## config.mk

```make
export PLATFORM = sky130hd
export DESIGN_NAME = counter_arbiter
export DESIGN_NICKNAME = d
export VERILOG_FILES = /design/src/rtl/counter_arbiter_pkg.sv /design/src/rtl/counter_arbiter_rr_arbiter.sv /design/src/rtl/counter_arbiter.sv
export SDC_FILE = /design/constraint.sdc
export NUM_CORES = 1
export LEC_CHECK = 0
export CORE_MARGIN = 2
export CORE_UTILIZATION = 45
export CTS_BUF_LIST = sky130_fd_sc_hd__clkbuf_8
export CTS_CLUSTER_DIAMETER = 200
export DETAILED_ROUTE_END_ITERATION = 10
export PLACE_DENSITY = 0.71
export SYNTH_ARGS = -nofsm -noshare
export SYNTH_HDL_FRONTEND = slang
export SYNTH_HIERARCHICAL = 1
export SYNTH_SLANG_ARGS = --single-unit
export TNS_END_PERCENT = 30
```

## constraint.sdc

```tcl
create_clock -name clk -period 3.3 [get_ports clk]
set_input_delay 0.825 -clock clk [delete_from_list [all_inputs] [get_ports clk]]
set_output_delay 0.825 -clock clk [all_outputs]
set_load 0.02 [all_outputs]
```

## src/rtl/counter_arbiter_pkg.sv

```systemverilog
// Shared constants for the round-robin shared-counter arbiter.
// Holds the direction encoding and the default sizing.
package counter_arbiter_pkg;

  localparam logic DIR_UP   = 1'b1;
  localparam logic DIR_DOWN = 1'b0;

  localparam int DEF_NUM_REQ = 4;
  localparam int DEF_WIDTH   = 2;

endpackage

```

## src/rtl/counter_arbiter_rr_arbiter.sv

```systemverilog
// Combinational round-robin winner select.
// The search starts at i_ptr and wraps modulo NUM_REQ; the first active request wins.
module rr_arbiter
  import counter_arbiter_pkg::*;
#(
  parameter int NUM_REQ = DEF_NUM_REQ,
  parameter int PTR_W   = $clog2(NUM_REQ)
) (
  input  logic [NUM_REQ-1:0] i_req,
  input  logic [PTR_W-1:0]   i_ptr,
  output logic [NUM_REQ-1:0] o_winner,
  output logic               o_valid
);

  logic [PTR_W:0]   w_sum;
  logic [PTR_W-1:0] w_idx;

  always_comb begin
    o_winner = '0;
    o_valid  = 1'b0;
    w_sum    = '0;
    w_idx    = '0;
    for (int i = 0; i < NUM_REQ; i++) begin
      // i_ptr < NUM_REQ and i < NUM_REQ, so one subtraction brings the sum back into range
      w_sum = {1'b0, i_ptr} + (PTR_W+1)'(i);
      if (w_sum >= (PTR_W+1)'(NUM_REQ)) w_sum = w_sum - (PTR_W+1)'(NUM_REQ);
      w_idx = w_sum[PTR_W-1:0];
      if (!o_valid && i_req[w_idx]) begin
        o_winner[w_idx] = 1'b1;
        o_valid         = 1'b1;
      end
    end
  end

endmodule

```

## src/rtl/counter_arbiter.sv

```systemverilog
// Round-robin arbiter sharing one up/down counter among NUM_REQ requesters.
// One step is applied per cycle; gnt, count and wrap are all direct register outputs.
module counter_arbiter
  import counter_arbiter_pkg::*;
#(
  parameter int NUM_REQ = DEF_NUM_REQ,
  parameter int WIDTH   = DEF_WIDTH
) (
  input  logic               clk,
  input  logic               reset_n,
  input  logic [NUM_REQ-1:0] req,
  input  logic [NUM_REQ-1:0] dir,
  input  logic               clr,
  output logic [NUM_REQ-1:0] gnt,
  output logic [WIDTH-1:0]   count,
  output logic               wrap
);

  localparam int PTR_W = $clog2(NUM_REQ);

  logic [PTR_W-1:0]   r_ptr;
  logic [WIDTH-1:0]   r_count;
  logic [NUM_REQ-1:0] r_gnt;
  logic               r_wrap;

  logic [NUM_REQ-1:0] w_winner;
  logic               w_valid;
  logic [PTR_W-1:0]   w_idx;
  logic [PTR_W-1:0]   w_ptr_next;
  logic               w_dir;
  logic [WIDTH:0]     w_step;

  // Returns {wrap, next_count} for a single modulo-2^WIDTH step.
  function automatic logic [WIDTH:0] step_count(input logic [WIDTH-1:0] c, input logic up);
    if (up == DIR_UP) return {(c == '1), c + WIDTH'(1)};
    else              return {(c == '0), c - WIDTH'(1)};
  endfunction

  rr_arbiter #(
    .NUM_REQ (NUM_REQ),
    .PTR_W   (PTR_W)
  ) u_rr_arbiter (
    .i_req    (req),
    .i_ptr    (r_ptr),
    .o_winner (w_winner),
    .o_valid  (w_valid)
  );

  always_comb begin
    w_idx = '0;
    for (int i = 0; i < NUM_REQ; i++) begin
      if (w_winner[i]) w_idx = PTR_W'(i);
    end
    w_ptr_next = (w_idx == PTR_W'(NUM_REQ-1)) ? '0 : w_idx + PTR_W'(1);
    w_dir      = dir[w_idx];
    w_step     = step_count(r_count, w_dir);
  end

  // Priority: reset_n > clr > grant; clr leaves the pointer alone so pending requests keep their turn.
  always_ff @(posedge clk or negedge reset_n) begin
    if (!reset_n) begin
      r_ptr   <= '0;
      r_count <= '0;
      r_gnt   <= '0;
      r_wrap  <= 1'b0;
    end else if (clr) begin
      r_count <= '0;
      r_gnt   <= '0;
      r_wrap  <= 1'b0;
    end else if (w_valid) begin
      r_ptr   <= w_ptr_next;
      r_count <= w_step[WIDTH-1:0];
      r_gnt   <= w_winner;
      r_wrap  <= w_step[WIDTH];
    end else begin
      r_gnt   <= '0;
      r_wrap  <= 1'b0;
    end
  end

  assign gnt   = r_gnt;
  assign count = r_count;
  assign wrap  = r_wrap;

endmodule

```

==> results of run 1 <==
repair_timing:
item | 4_1_cts | 5_1_grt
setup buffers | 0 | 1
endpoints found under the setup margin | 0 | 1
hold buffers | 0 | 0
resized for setup | 0 | 11
power by group:
group	switching (mW)	internal, mW	total, mW
logic	0.478	0.477	0.955
registers	0.0190	0.156	0.175
clock network	0.0433	0.0809	0.124
total	0.541	0.715	1.26
worst max-delay path: cells and delay by family:
family / cells / cell delay [ps]
muxes: 3 / 1100
AOI/OAI and AO/OA: 4 / 740
buffers and inverters: 1 / 460
and+or+nand+nor: 1 / 150
routing by layer:
layer  wire (um)  vias to the layer above  GRT usage [%]
met5           0                        -              0
met4          22                        0           8.10
met3          93                        4           5.83
met2        1050                       22           33.6
met1         963                      411           21.7
li1            -                      436              -
registers in the layout (all words and copies together), names as in the netlist:
register,count
count,2
gnt,4
r_ptr,2
wrap,1
Yosys cell counts (all sizes together):
cell,count,area (um2)
dfrtp,9,225
mux2i,8,80.1
nand2b,8,50.1
nor2,8,30.0
nand2,7,26.3
ha,6,75.1
o22ai,6,37.5
and2,4,25.0
buf,4,32.5
mux2,4,45.0
nor2b,4,25.0
o2bb2ai,4,35.0
a211oi,3,27.5
a2111oi,2,30.0
a21oi,2,10.0
inv,2,7.51
nand3,2,10.0
nor3b,2,15.0
o31ai,2,15.0
or3,2,17.5
a221oi,1,15.0
a31o,1,8.76
and3,1,6.26
and4,1,8.76
clkbuf,1,3.75
mux4,1,22.5
nand3b,1,7.51
nor3,1,5.00
nor4,1,6.26
or3b,1,8.76
kinds of logic after synthesis:
kind of cell	Yosys count
compound gates	21
simple gates	43
mux	13
buf+inv	7
fa+ha+maj	6
flops	9
worst max path at each step:
| stage | startpoint | to | slack (ps) | cells past startpoint |
|---|---|---|---|---|
| final | req[1] | count[1]$_DFFE_PN0P_ | 140 | 9 |
| after global routing | req[1] | count[1]$_DFFE_PN0P_ | 20 | 9 |
| after CTS | req[3] | count[1]$_DFFE_PN0P_ | 3 | 10 |
| after detailed placement | req[3] | count[1]$_DFFE_PN0P_ | -250 | 10 |
| after global placement | req[2] | count[1]$_DFFE_PN0P_ | -220 | 10 |
| after floorplan | req[2] | count[1]$_DFFE_PN0P_ | 220 | 9 |
area by class of cell:
type | instances | area share (%)
clock buffer | 3 | 3.14
clock inverter | 1 | 0.286
inverter | 2 | 0.571
multi-input combinational | 83 | 51.9
sequential | 9 | 17.1
tap | 27 | 2.57
timing repair buffer | 35 | 24.4
stage by stage:
stage | TNS, ps | std cells
2_1_floorplan | 0 | 99
3_3_place_gp | -286 | 155
3_5_place_dp | -394 | 155
4_1_cts | 0 | 159
5_1_grt | 0 | 160
6_report | 0 | 160
cell usage in the layout, fill, tap and decap left out, types with 2 or more instances in the layout:
cell	synthesis	layout
nor2b_1	4	4
a2111oi_2	2	2
inv_1	2	3
o31ai_1	2	2
mux2i_1	8	8
nor3b_1	2	2
a211oi_2	1	2
and2_1	4	4
clkdlybuf4s50_1	0	14
ha_1	6	6
o22ai_1	6	6
nand3_1	2	2
dlymetal6s2s_1	0	3
clkbuf_8	0	3
nand2b_1	8	8
dfrtp_1	9	9
mux2_2	3	3
o2bb2ai_2	0	2
buf_6	2	2
nor2_1	8	8
nand2_1	7	7
buf_4	0	16
a21oi_1	2	2
==> summary.txt, run 1 <==
Status
  • Status: finished, final reports clean

Drt
  • Vias: roughly 870
  • Drt first pass iters: 4
  • WL final: 2.13 mm
  • Iter 0 DRT Violations: 28
  • Via density: 5.46
  • Post-route ant nets: 0
  • Residual DRC count: 0
  • Routed WL per cell: 13.3 um

Critical path
  • Critical path required time: between 3000 and 4000 ps
  • CP Class: primary input to flop
  • R2R cell count: 11
  • R2r startpoint: r_ptr[0]$_DFFE_PN0P_
  • R2R setup slack: about 370 ps
  • CP Max Fanout: 4
  • CP Cell Sequence: clkdlybuf4s50_1 -> mux4_2 -> a31o_1 -> a221oi_2 -> o2bb2ai_2 -> nor3b_1 -> a211oi_2 -> mux2i_1 -> mux2_1
  • CP Launch Type: primary input
  • Critical-path top delay cell: mux4_2
  • Crit path capture type: flop
  • CP max stage delay: approximately 540 ps
  • R2R Path End: count[1]$_DFFE_PN0P_
  • Critical Path AT: 3270 ps

Pwr
  • Power after layout: between 1 and 1.5 mW
  • Worst vdd ir: 0.601 mV
  • PwrDens: about 960 mW/mm2
  • Leakage power: just under 0.6 nW

Yosys
  • Yosys reg bits: 9
  • Synth Area in Adders: approximately 8%
  • Post-Synthesis Cells: between 90 and 100
  • Mux contribution to synthesized area: between 15 and 20%
  • Mapped Nets: about 120
  • Post-synth cell types: 34
  • Ys Warns: 6
  • Synth Area in Simple Gates: 26.5%
  • Mean Syn Cell Area: approximately 9 um2
  • Combinational family with the most area after synthesis: simple AND/OR/NAND/NOR gates
  • Post-synthesis sequential area ratio: between 20% and 30%
  • XOR/XNOR share of the synthesized area: 0%
  • Synth Cell Area: about 910 um2
  • Synth Area in Compound Gates: between 10% and 20%

Worst hold path
  • Worst Hold End: wrap$_DFF_PN0_
  • Hold Crit Class: flop to flop
  • Worst Hold Launch: count[0]$_DFFE_PN0P_
  • Hold Path Stages: 2

Placement
  • HPWL Detailed: 1.62 mm
  • Input/output buffers: 17
  • Pre-CTS setup slack: -248 ps
  • Routability Congestion: roughly 0.84
  • Dpl cell area: ~0.0012 mm2

Floorplan
  • Effective utilization at floorplan: a little under half
  • Die Width: 49.0 um
  • Chip height: ~49 um
  • Site row count: 16
  • CORE AREA: 0.00194 mm2
  • IO Pins: 18
  • Die area: 0.00240 mm2

STA
  • Rel. slew slack: approximately 73%
  • RSZ-0062 raised after global routing: no
  • Min cycle time layout: roughly 3200 ps
  • Clock Skews: a little over 3 ps
  • Worst setup margin: between 100 and 150 ps
  • Worst-margin pin slew: between 400 and 500 ps
  • Final Max Tran Viols: 0
  • Tcrit/Tclk final: between 90 and 100%
  • Final setup viols: 0
  • Final hold vios: 0
  • WHS: just under 600 ps
  • F_max: approximately 0.32 GHz

CTS
  • H-tree Lvls: 1
  • Sink Count: 9
  • CTS tree: built
  • Clock transition at the registers of the reported paths: ~40 ps
  • CTS root buffer: clkbuf_8
  • Worst-Skew Late Latency: between 200 and 250 ps
  • CTS buffer count: 3
  • Clk buf depth: 2

Flow run
  • Max Cap Viol: 0

Final layout
  • Post-route cell area: 0.00131 mm2
  • N_diodes: 0
  • Fin nets: around 150
  • Register area: approximately 230 um2
  • Syn-to-layout area delta: 44.0%
  • Fill cells: ~160
  • Multi-input logic area: around 700 um2
  • Final Core Density: 67.7%
  • Share of cells above drive strength 1: 26.3%

Global route
  • First-pass GRT wire length: around 3.5 mm
  • Total GRT Usage: 19.3%
  • Antenna violations before repair: 0
  • Largest net degree at the start of global routing: 23
  • Vias in the first global route: 822
  • Global route overflow: 0
No activity file was read; power rests on OpenSTA's default activity.
==> inputs of run 2 (changes only) <==
--- a/config.mk
+++ b/config.mk
@@ -11,6 +11,7 @@
 export CTS_CLUSTER_DIAMETER = 200
 export DETAILED_ROUTE_END_ITERATION = 10
 export PLACE_DENSITY = 0.71
+export SLEW_MARGIN = 20
 export SYNTH_ARGS = -nofsm -noshare
 export SYNTH_HDL_FRONTEND = slang
 export SYNTH_HIERARCHICAL = 1
==> results of run 2 <==
No change in the layout: final DEF, timing and power equal those of run 1.
